### src/rtl/gray_rate_sel_fb_if.sv
// Control and feedback bundle for gray_rate_sel_fb.
// The master drives the code words and frame control; the slave returns the feedback bits.
interface gray_rate_sel_fb_if #(
   parameter int WIDTH = 10,
   parameter int CH    = 2
);
   logic                en;
   logic                mode;
   logic [CH*WIDTH-1:0] code_in;
   logic                load;
   logic                load_ack;
   logic                frame_start;
   logic [CH-1:0]       out;

   modport master (
      output en, mode, code_in, load,
      input  load_ack, frame_start, out
   );

   modport slave (
      input  en, mode, code_in, load,
      output load_ack, frame_start, out
   );
endinterface

### src/rtl/gray_rate_sel_fb.sv
// Multi-channel gray-interleaved PDM / PWM feedback selector with double-buffered codes.
// Optional per-channel ones counter is enabled by defining GRAY_RATE_SEL_ONES_CNT_EN.
module gray_rate_sel_fb #(
   parameter int WIDTH = 10,
   parameter int CH    = 2
) (
   input  logic                    clk_ext,
   input  logic                    rst_ext,
`ifdef GRAY_RATE_SEL_ONES_CNT_EN
   output logic [CH*(WIDTH+1)-1:0] frame_ones,
`endif
   gray_rate_sel_fb_if.slave       bus
);
   localparam logic [WIDTH-1:0] ONE  = WIDTH'(1);
   localparam logic [WIDTH-1:0] MAXC = '1;

   logic [WIDTH-1:0]         cnt;
   logic [CH-1:0][WIDTH-1:0] shadow;
   logic [CH-1:0][WIDTH-1:0] active;
   logic                     pending;
   logic                     act_mode;

   logic [WIDTH-1:0] lz;
   logic [WIDTH-1:0] msk;
   logic [CH-1:0]    out_next;
   logic             wrap;
   logic             commit;

   assign wrap   = bus.en && (cnt == MAXC);
   assign commit = pending && (wrap || !bus.en);

   // Lowest zero of cnt marks the gray bit toggling this step; none when cnt is all ones.
   assign lz = ~cnt & (cnt + ONE);

   always_comb begin
      msk = '0;
      for (int i = 0; i < WIDTH; i++)
         msk[WIDTH-1-i] = lz[i];
   end

   always_comb begin
      out_next = '0;
      for (int c = 0; c < CH; c++) begin
         if (!bus.en)
            out_next[c] = 1'b0;
         else if (act_mode)
            out_next[c] = (cnt < active[c]);
         else
            out_next[c] = |(active[c] & msk);
      end
   end

   always_ff @(posedge clk_ext or posedge rst_ext) begin
      if (rst_ext) begin
         cnt             <= '0;
         shadow          <= '0;
         active          <= '0;
         pending         <= 1'b0;
         act_mode        <= 1'b0;
         bus.out         <= '0;
         bus.load_ack    <= 1'b0;
         bus.frame_start <= 1'b0;
      end else begin
         if (bus.en)
            cnt <= cnt + ONE;
         bus.out         <= out_next;
         bus.frame_start <= wrap;
         bus.load_ack    <= commit;
         if (commit)
            active <= shadow;
         if (wrap || commit)
            act_mode <= bus.mode;
         // A load on the commit edge is kept for the following frame.
         if (bus.load) begin
            shadow  <= bus.code_in;
            pending <= 1'b1;
         end else if (commit) begin
            pending <= 1'b0;
         end
      end
   end

`ifdef GRAY_RATE_SEL_ONES_CNT_EN
   logic [CH-1:0][WIDTH:0] acc;

   always_ff @(posedge clk_ext or posedge rst_ext) begin
      if (rst_ext) begin
         acc        <= '0;
         frame_ones <= '0;
      end else begin
         for (int c = 0; c < CH; c++) begin
            if (wrap) begin
               acc[c] <= '0;
               frame_ones[c*(WIDTH+1) +: WIDTH+1] <=
                  acc[c] + {{WIDTH{1'b0}}, out_next[c]};
            end else begin
               acc[c] <= acc[c] + {{WIDTH{1'b0}}, out_next[c]};
            end
         end
      end
   end
`endif
endmodule

### src/flat_wrapper.sv
// flat-port wrapper written by rule: the top's interface ports become plain ports
module gray_rate_sel_fb_flat 
#(
   parameter int WIDTH = 10,
   parameter int CH    = 2
)
  (clk_ext, rst_ext, bus_en, bus_mode, bus_code_in, bus_load, bus_load_ack, bus_frame_start, bus_out);
  gray_rate_sel_fb_if #(.WIDTH(WIDTH), .CH(CH)) bus_i ();
  input  logic clk_ext;
  input  logic rst_ext;
  input wire logic [$bits(bus_i.en)-1:0] bus_en;
  input wire logic [$bits(bus_i.mode)-1:0] bus_mode;
  input wire logic [$bits(bus_i.code_in)-1:0] bus_code_in;
  input wire logic [$bits(bus_i.load)-1:0] bus_load;
  output wire logic [$bits(bus_i.load_ack)-1:0] bus_load_ack;
  output wire logic [$bits(bus_i.frame_start)-1:0] bus_frame_start;
  output wire logic [$bits(bus_i.out)-1:0] bus_out;
  assign bus_i.en = bus_en;
  assign bus_i.mode = bus_mode;
  assign bus_i.code_in = bus_code_in;
  assign bus_i.load = bus_load;
  assign bus_load_ack = bus_i.load_ack;
  assign bus_frame_start = bus_i.frame_start;
  assign bus_out = bus_i.out;
  gray_rate_sel_fb #(.WIDTH(WIDTH), .CH(CH)) u_core (.clk_ext(clk_ext), .rst_ext(rst_ext), .bus(bus_i));
endmodule
### config.mk
export PLATFORM = sky130hd
export DESIGN_NAME = gray_rate_sel_fb_flat
export DESIGN_NICKNAME = d
export VERILOG_FILES = /design/src/rtl/gray_rate_sel_fb_if.sv /design/src/rtl/gray_rate_sel_fb.sv /design/src/flat_wrapper.sv
export SDC_FILE = /design/constraint.sdc
export NUM_CORES = 1
export LEC_CHECK = 0
export ABC_CLOCK_PERIOD_IN_PS = 1900
export BUFFER_PORTS_ARGS = -buffer_cell sky130_fd_sc_hd__buf_2
export CAP_MARGIN = 20
export CORE_ASPECT_RATIO = 1.25
export CORE_MARGIN = 5
export CORE_UTILIZATION = 59
export DETAILED_ROUTE_END_ITERATION = 6
export GPL_ROUTABILITY_DRIVEN = 0
export GPL_TIMING_DRIVEN = 0
export PLACE_DENSITY = 0.89
export SYNTH_ARGS = -nofsm -noshare
export SYNTH_HDL_FRONTEND = slang
export SYNTH_SLANG_ARGS = --single-unit
### constraint.sdc
create_clock -name clk_ext -period 1.9 [get_ports clk_ext]
set_input_delay 0.38 -clock clk_ext [delete_from_list [all_inputs] [get_ports clk_ext]]
set_output_delay 0.38 -clock clk_ext [all_outputs]
set_load 0.02 [all_outputs]
==> impl_metrics.toml, run 1 <==
[logic_synthesis]
yosysTopAreaCell = "dfrtp_1"
avgSynthCellArea_um2 = 12.2
ys_ff_latch = 56
ys.flop_type = "dfrtp_1"
synth-edff-count = 0
synthTopCellsByArea = "dfrtp_1, ha_1, mux2_4"
yosys.cell_count.top_type = "dfrtp_1"
synthCells = 238
netlist_area_um2 = 2910
yosys_warnings = 0
synth_top_area_share_pct = 48.1
yosys-top-cells-count = "dfrtp_1, inv_1, ha_1, mux2_2, mux2_4"
synth.distinct_cells = 32
syn-num-nets = 291
ys_seq_area_share_pct = 48.1
synth-async-reset-ratio_pct = 100

[setup_path]
timing.rr.end = "u_core.bus.out[0]"
rrSetupSlack_ns = -0.02
worst-r2r-cell-count = 10
crit_type = "flip-flop to flip-flop"
cp_max_fo = 4
arrival_ns = 2.16
rr_startpoint = "u_core.cnt[0]"
startpoint_type = "flip-flop"
required_ns = 2.13
setup.worst_path.end_class = "flip-flop"

[global_route]
antenna_found_initial = 0
first_global_vias = 2112
overflow = 0
grt_max_degree = 31
grt_first_pass_wirelength_um = 10000
globalRouteTotalUtil_pct = 20.6

[routing]
vias_per_cell = 6.00
wl_um = 6640
ant_nets = 0
remaining_drc_errors = 0
wl_per_cell_um = 19.5
dr.pass1.iters = 5
vias = 2045
drtIter0Drc = 212

[sta]
whs_ns = 0.141
relSlewSlack_pct = 56.2
hold_viol = 0
min_period_ns = 1.92
tightest_slew_ns = 0.657
fin_ws_ns = -0.0235
slew_viol_final = 0
rsz0062_at_grt = "yes"
fmax_mhz = 520
setup_viol = 2
fin_crit_sh_pct = 101
fin_skew_ns = 0.00633

[placement]
hpwlAfterDp_um = 4340
place_inst = 327
dp_slack_ns = -0.123
portBuffers = 28

[floorplan]
fp.dieH_um = 88.6
core-area_um2 = 4760
die_width_um = 72.9
start_util_pct = 61.2
ios = 29
core.rowCount = 28
die_area_um2 = 6450

[job]
max-cap-violations = 0

[clocking]
ctsLongestPathBuffers = 2
cts_root_buf = "clkbuf_8"
holdBufCountCts = 0
cts_tree = "yes"
htree_levels = 2
numCtsBuffers = 5
numClockSinks = 56
clkSlewWorstSetupHoldPaths_ns = 0.10
clk_latency_ns = 0.32

[cells_and_area]
fillers = 333
area_growth_pct = 14.6
layout-drive-gt1-share_pct = 36.8
multi_input_area_um2 = 1420
regArea_um2 = 1410
fin_nets = 332
layout.cells.non_filler = 341

[power]
p_leak_nw = 1.67
p_per_area_nw_per_um2 = 1320
worst_ir_drop_vdd_uv = 874

[status]
violations = "setup timing"
status = "complete, but fails checks"

[min_path]
hold_class = "primary input to asynchronous set/reset pin"
how the worst max path moves through the flow:
stage                             start           endpoint  depth (start not counted)
after floorplan           u_core.cnt[2]  u_core.bus.out[1]                          9
after global routing      u_core.cnt[0]  u_core.bus.out[0]                         10
after global placement          rst_ext  u_core.shadow[14]                          2
final                     u_core.cnt[0]  u_core.bus.out[0]                         10
after CTS                 u_core.cnt[1]  u_core.bus.out[1]                          9
after detailed placement  u_core.cnt[2]  u_core.bus.out[1]                          9
flip-flops by register name (all words and copies together), names as in the netlist:
name,flops
u_core.bus.frame_start,1
u_core.shadow,20
u_core.pending,1
u_core.bus.out,2
u_core.bus.load_ack,1
u_core.act_mode,1
u_core.active,20
u_core.cnt,10
metal layers:
metal,GRT usage [%],vias to the layer above,part of all wire (%)
li1,-,918,-
met1,24.5,984,38
met2,33.5,114,52
met3,4.32,29,6.5
met4,14.3,0,3.5
met5,0,-,0
kinds of logic (layout without fill, tap and decap cells):
| kind of cell | Yosys count | in the layout | share of synthesized area (%) |
|---|---|---|---|
| flip-flops | 56 | 56 | 48.1 |
| AND/OR/NAND/NOR | 36 | 36 | 6.27 |
| other | 0 | 1 | 0 |
| XOR/XNOR | 1 | 1 | 0.301 |
| AO/OA/AOI/OAI | 36 | 36 | 8.50 |
| multiplexers | 45 | 45 | 19.7 |
| adder cells (fa/ha/maj) | 28 | 28 | 12.0 |
| buffers and inverters | 36 | 78 | 5.15 |
where the power goes:
group	total [mW]	internal, mW	switching (mW)
combinational	1.86	0.889	0.972
clock	0.683	0.271	0.412
sequential	1.87	1.50	0.363
total	4.41	2.66	1.75
layout make-up:
class | instances | area share, %
diodes | 1 | 0.0749
plain buffers | 5 | 1.01
clock buffers | 6 | 2.17
clock inverters | 2 | 0.524
inverters | 31 | 3.48
multi-input cells | 146 | 42.4
flip-flops and latches | 56 | 42.1
well taps | 60 | 2.25
repair buffers | 34 | 5.92
critical path, stage by stage (launching register included):
cell      delay [ns]
dfrtp_2         0.43
and3_4          0.20
nor2b_4         0.15
nand2_2         0.08
nor4_2          0.18
ha_2            0.24
buf_4           0.11
a22oi_1         0.06
nand3_1         0.12
o21ai_2         0.07
a211oi_2        0.20
stage by stage:
| step | power (mW) | utilization, % | area (µm²) | setup TNS (ns) |
|---|---|---|---|---|
| after floorplan | 2.96 | - | 2910 | 0 |
| after global placement | 3.28 | 65.7 | 3130 | -27.85 |
| after detailed placement | 3.41 | 66.1 | 3150 | -0.708 |
| after CTS | 4.16 | 68.6 | 3270 | -0.00315 |
| after global routing | 4.70 | 70.1 | 3340 | -0.169 |
| final | 4.41 | 70.1 | 3340 | -0.0372 |
cell usage in the layout (no fill, tap or decap), types with 5 or more instances in the layout:
cell,n
inv_1,29
nand4_1,5
mux2_2,22
buf_2,28
dfrtp_2,5
clkbuf_8,5
nand2_1,7
nor2_1,9
buf_4,5
dfrtp_1,51
a21oi_1,15
ha_1,25
mux2_4,19
what timing repair did:
item | 4_1_cts | 5_1_grt
setup endpoints to repair | 21 | 20
resized for setup | 5 | 14
setup buffers | 3 | 2
pin swaps | 0 | 6
Note: power is estimated with default switching activity, not from simulation.
==> inputs of run 2 (changes only) <==
--- a/config.mk
+++ b/config.mk
@@ -5,6 +5,7 @@
 export SDC_FILE = /design/constraint.sdc
 export NUM_CORES = 1
 export LEC_CHECK = 0
+export ABC_AREA = 1
 export ABC_CLOCK_PERIOD_IN_PS = 1900
 export BUFFER_PORTS_ARGS = -buffer_cell sky130_fd_sc_hd__buf_2
 export CAP_MARGIN = 20
@@ -14,7 +15,7 @@
 export DETAILED_ROUTE_END_ITERATION = 6
 export GPL_ROUTABILITY_DRIVEN = 0
 export GPL_TIMING_DRIVEN = 0
-export PLACE_DENSITY = 0.89
+export PLACE_DENSITY = 0.88
 export SYNTH_ARGS = -nofsm -noshare
 export SYNTH_HDL_FRONTEND = slang
 export SYNTH_SLANG_ARGS = --single-unit
==> impl_metrics.toml, run 2 <==
[global_route]
antenna_found_initial = 0
first_global_vias = 2653
grt_max_degree = 37
globalRouteTotalUtil_pct = 21.9
overflow = 0
grt_first_pass_wirelength_um = 11400

[setup_path]
cpMostUsedCell = "nand2_1"
startpoint_type = "flip-flop"
cpPeakStageDelay_ns = 0.44
rr_startpoint = "u_core.cnt[0]"
path_cells = "ha_1 > nand2_2 > nor4_1 > ha_1 > nand2_1 > nand2_1 > nor2_1 > nand3_1 > nand2_1 > a21oi_1"
crit_type = "flip-flop to flip-flop"
crit_buf_inv = 0
startpoint = "u_core.cnt[0]"
arrival_ns = 2.16
cp_top_family = "simple AND/OR/NAND/NOR gates"
setup.worst_path.end_class = "flip-flop"
crit_slowest_cell = "dfrtp_1"
cp_max_fo = 4
required_ns = 2.14

[logic_synthesis]
synthTopCellsByArea = "dfrtp_1, nand2_1, ha_1"
synth_top_area_share_pct = 46.5
syn-num-nets = 436
avgSynthCellArea_um2 = 7.88
synth-edff-count = 0
synth.distinct_cells = 21
ys.flop_type = "dfrtp_1"
yosys.cell_count.top_type = "nand2_1"
ys_ff_latch = 56
ys_seq_area_share_pct = 46.5
netlist_area_um2 = 3020
yosys_warnings = 0
synthCells = 383
synth-async-reset-ratio_pct = 100
yosysTopAreaCell = "dfrtp_1"
yosys-top-cells-count = "nand2_1, dfrtp_1, inv_1, ha_1, nand3_1"

[sta]
fin_skew_ns = 0.0111
fmax_mhz = 520
fin_ws_ns = -0.0221
slew_viol_final = 0
relSlewSlack_pct = 70.5
tightest_slew_ns = 0.442
whs_ns = 0.0661
fin_crit_sh_pct = 101
min_period_ns = 1.92
hold_viol = 0
setup_viol = 1

[clocking]
clkSlewWorstSetupHoldPaths_ns = 0.10
holdBufCountCts = 0
cts_tree = "yes"
cts_root_buf = "clkbuf_8"
clk_latency_ns = 0.31
ctsLongestPathBuffers = 2
htree_levels = 2
numCtsBuffers = 5
numClockSinks = 56

[routing]
ant_nets = 0
wl_per_cell_um = 13.9
vias_per_cell = 5.31
drtIter0Drc = 236
vias = 2612
dr.pass1.iters = 6
remaining_drc_errors = 0
wl_um = 6820

[power]
p_leak_nw = 1.97
finalPower_mw = 3.55
p_per_area_nw_per_um2 = 1020
worst_ir_drop_vdd_uv = 606

[placement]
place_inst = 474
portBuffers = 28
hpwlAfterDp_um = 5030
postPlaceCellArea_um2 = 3250

[cells_and_area]
fin_nets = 482
finalInstanceArea_um2 = 3480
fillers = 373
layout_commonest_cell = "nand2_1"
reg.largest.list = "u_core.active (20), u_core.shadow (20), u_core.cnt (10)"
layout_common_cells = "nand2_1, dfrtp_1, inv_1"
fin_util_pct = 69.5
area_growth_pct = 15.3
layout.cells.non_filler = 492
antennaDiodeCount = 0
layout-drive-gt1-share_pct = 16.7

[floorplan]
core-area_um2 = 5010
start_util_pct = 60.2
die_width_um = 74.0
core.rowCount = 29
fp.dieH_um = 89.9
ios = 29
die_area_um2 = 6650

[job]
max-cap-violations = 0

[min_path]
hold_class = "primary input to asynchronous set/reset pin"

[status]
status = "complete, but fails checks"
violations = "setup timing"
## run 2: cell types whose count changed after synthesis, moves of 3 or more
cell,delta
nand4_1,-5
nor2_1,+5
nand2_1,+164
nand3_1,+25
mux2_2,-22
inv_1,+11
mux2i_1,-4
clkbuf_1,+3
a21oi_1,-7
o21ai_0,+7
a22oi_1,-4
mux2_4,-19
## run 2: final cells by class
cell class	count	area (µm²)	area share, %
multi-input combinational	272	1410	40.6
sequential	56	1410	40.4
timing repair buffer	39	235	6.76
inverter	44	165	4.75
tap	62	77.6	2.23
clock buffer	6	72.6	2.09
buffer	11	72.6	2.09
clock inverter	2	35.0	1.01
## run 2: layer usage
metal,global-route usage [%],share of wire (%),vias up
met3,3.13,5.4,32
met2,36.9,51,95
met4,13.9,5.8,0
met5,0,0,-
li1,-,-,1284
met1,25.0,37,1201
## run 2: where the power goes
part / internal [mW] / leakage (nW) / switching [mW] / total (mW)
Sequential: 1.39 / 0.695 / 0.211 / 1.60
Clock: 0.391 / 0.0552 / 0.361 / 0.753
Combinational: 0.502 / 1.22 / 0.701 / 1.20
Total: 2.28 / 1.97 / 1.27 / 3.55
## run 2: metrics by stage
step | TNS [ns] | setup slack [ns]
final | -0.0221 | -0.0221
after global routing | -0.168 | -0.0990
after CTS | 0 | 0.00758
after detailed placement | -0.0473 | -0.0395
after global placement | -23.36 | -0.419
after floorplan | 0 | 0.149
## run 2: cell families (layout without fill, tap and decap cells)
kind of cell / after synthesis / count (layout) / synth area share (%)
buf+inv: 55 / 102 / 7.88
compound gates: 20 / 20 / 3.48
fa+ha+maj: 28 / 28 / 11.6
xor+xnor: 1 / 1 / 0.290
flops: 56 / 56 / 46.5
simple gates: 223 / 223 / 30.3
## run 2: path summary, 6_finish.rpt
| kind | endpoint | slack, ns | depth (start not counted) |
|---|---|---|---|
| max in group asynchronous | u_core.cnt[1] | 1.28 | 3 |
| worst max register to register | u_core.bus.out[0] | -0.02 | 10 |
| min in group clk_ext | u_core.shadow[12] | 0.26 | 3 |
| worst max-delay path | u_core.bus.out[0] | -0.02 | 10 |
| worst min register to register | u_core.shadow[7] | 0.48 | 2 |
| worst min-delay path | u_core.shadow[18] | 0.07 | 2 |
## run 2: repair_timing
item,CTS,global route
buffers inserted,1,9
gates resized for setup,1,13
pin swaps,0,6
endpoints found under the setup margin,2,2
## run 2: worst reg2reg max path, delay by kind of cell (launching register included)
kind | cells | cell delay [ns]
adder cells (fa/ha/maj) | 2 | 0.48
flip-flops | 1 | 0.44
AO/OA/AOI/OAI | 1 | 0.13
AND/OR/NAND/NOR | 7 | 0.79
==> inputs of run 3 (changes only) <==
--- a/config.mk
+++ b/config.mk
@@ -11,11 +11,12 @@
 export CAP_MARGIN = 20
 export CORE_ASPECT_RATIO = 1.25
 export CORE_MARGIN = 5
-export CORE_UTILIZATION = 59
+export CORE_UTILIZATION = 50
 export DETAILED_ROUTE_END_ITERATION = 6
 export GPL_ROUTABILITY_DRIVEN = 0
 export GPL_TIMING_DRIVEN = 0
-export PLACE_DENSITY = 0.88
+export PLACE_DENSITY = 0.78
+export SETUP_SLACK_MARGIN = 0.3
 export SYNTH_ARGS = -nofsm -noshare
 export SYNTH_HDL_FRONTEND = slang
 export SYNTH_SLANG_ARGS = --single-unit
==> impl_metrics.toml, run 3 (synthesis results as in run 2) <==
[status]
status = "finished, final reports clean"

[setup_path]
crit_buf_inv = 1
required_ns = 2.15
setup.worst_path.end_class = "flip-flop"
cpMostUsedCell = "nand2_1"
cp_top_family = "simple AND/OR/NAND/NOR gates"
arrival_ns = 2.05
crit_type = "flip-flop to flip-flop"
crit_slowest_cell = "dfrtp_2"
cp_max_fo = 5
startpoint_type = "flip-flop"
cpPeakStageDelay_ns = 0.46
path_cells = "inv_4 > nor4_4 > nand2_1 > nor2_1 > ha_2 > nand2_1 > nand2_1 > nor2_1 > nand3_1 > nand2_1 > a21oi_1"

[placement]
hpwlAfterDp_um = 4860
dp_slack_ns = -0.0316
postPlaceCellArea_um2 = 3260
place_inst = 478
portBuffers = 28

[power]
p_int_mw = 2.22
p_comb_share_pct = 35.8
p_clk_share_pct = 19.0
finalPower_mw = 3.60
power_frac_seq_pct = 45.2
worst_ir_drop_vdd_uv = 529
p_leak_nw = 2.02
p_sw_share_pct = 38.4
switching_power_mw = 1.38
p_per_area_nw_per_um2 = 991

[sta]
whs_ns = 0.0508
tightest_slew_ns = 0.409
fin_crit_sh_pct = 94.5
hold_viol = 0
min_period_ns = 1.80
rsz0062_at_grt = "yes"
fmax_mhz = 557
fin_ws_ns = 0.105
fin_setup_tns_ns = 0
fin_skew_ns = 0.0107
slew_viol_final = 0
setup_viol = 0
relSlewSlack_pct = 72.7

[cells_and_area]
fin_nets = 491
layout_common_cells = "nand2_1, dfrtp_1, inv_1"
layout.cells.non_filler = 505
fin_util_pct = 62.5
finalInstanceArea_um2 = 3640
area_growth_pct = 20.5
reg.largest.list = "u_core.active (20), u_core.shadow (20), u_core.cnt (10)"
layout-drive-gt1-share_pct = 24.6
layout_commonest_cell = "nand2_1"
antennaDiodeCount = 0
fillers = 473

[floorplan]
core.rowCount = 31
fp.dieH_um = 96.8
start_util_pct = 51.8
core-area_um2 = 5820
die_width_um = 79.5
die_area_um2 = 7700
ios = 29

[clocking]
holdBufCountCts = 0
cts_tree = "yes"
numClockSinks = 56
clk_latency_ns = 0.31
ctsLongestPathBuffers = 2
numCtsBuffers = 5
cts_root_buf = "clkbuf_8"
clkSlewWorstSetupHoldPaths_ns = 0.11
htree_levels = 2

[job]
max-cap-violations = 0

[routing]
ant_nets = 0
wl_um = 7220
dr.pass1.iters = 6
vias = 2698
drtIter0Drc = 204
remaining_drc_errors = 0
wl_per_cell_um = 14.3
vias_per_cell = 5.34

[global_route]
first_global_vias = 2518
globalRouteTotalUtil_pct = 18.1
grt_first_pass_wirelength_um = 11100
grt_max_degree = 40
overflow = 0
antenna_found_initial = 0

[min_path]
hold_class = "primary input to asynchronous set/reset pin"
[run 3: changes by cell type in the layout (fill, tap and decap cells not counted), sizes merged]
cell,change
buf,+9
clkbuf,-1
inv,+1
clkinvlp,+1
bufinv,-1
[run 3: power groups by stage]
stage	Combinational (mW)	Clock (mW)	Sequential (mW)
finish	1.29	0.684	1.63
detailed placement	0.956	0	1.62
global placement	0.913	0	1.61
global route	1.45	0.737	1.64
floorplan	0.715	0	1.55
CTS	1.13	0.697	1.59
[run 3: path summary, 6_finish.rpt]
check                            startpoint                 to  slack, ns  depth (start not counted)
setup / recovery              u_core.cnt[0]  u_core.bus.out[1]       0.10                         11
hold / removal                      rst_ext   u_core.shadow[7]       0.05                          2
hold reg to reg            u_core.shadow[0]   u_core.shadow[0]       0.48                          2
setup reg to reg              u_core.cnt[0]  u_core.bus.out[1]       0.10                         11
min in group clk_ext         bus_code_in[9]   u_core.shadow[9]       0.26                          3
max in group asynchronous           rst_ext      u_core.cnt[7]       1.32                          3
[run 3: per-layer routing]
metal,global-route usage (%),vias to the layer above,part of all wire [%]
met1,20.8,1225,37
li1,-,1305,-
met2,31.3,124,52
met3,2.88,44,5.9
met4,10.3,0,5.8
met5,0,-,0
[run 3: area by class of cell]
class | count | area (µm²) | share of cell area [%]
plain buffers | 11 | 72.6 | 2.00
clock buffers | 5 | 68.8 | 1.89
clock inverters | 3 | 25.0 | 0.688
inverters | 44 | 171 | 4.71
multi-input cells | 272 | 1490 | 40.9
flip-flops and latches | 56 | 1410 | 38.7
well taps | 66 | 82.6 | 2.27
repair buffers | 48 | 318 | 8.74
[run 3: repair_timing]
| action | CTS | global route |
|---|---|---|
| cloned | 0 | 2 |
| pin swaps | 11 | 7 |
| setup buffers | 8 | 9 |
| setup endpoints to repair | 25 | 28 |
| gates resized for setup | 18 | 32 |
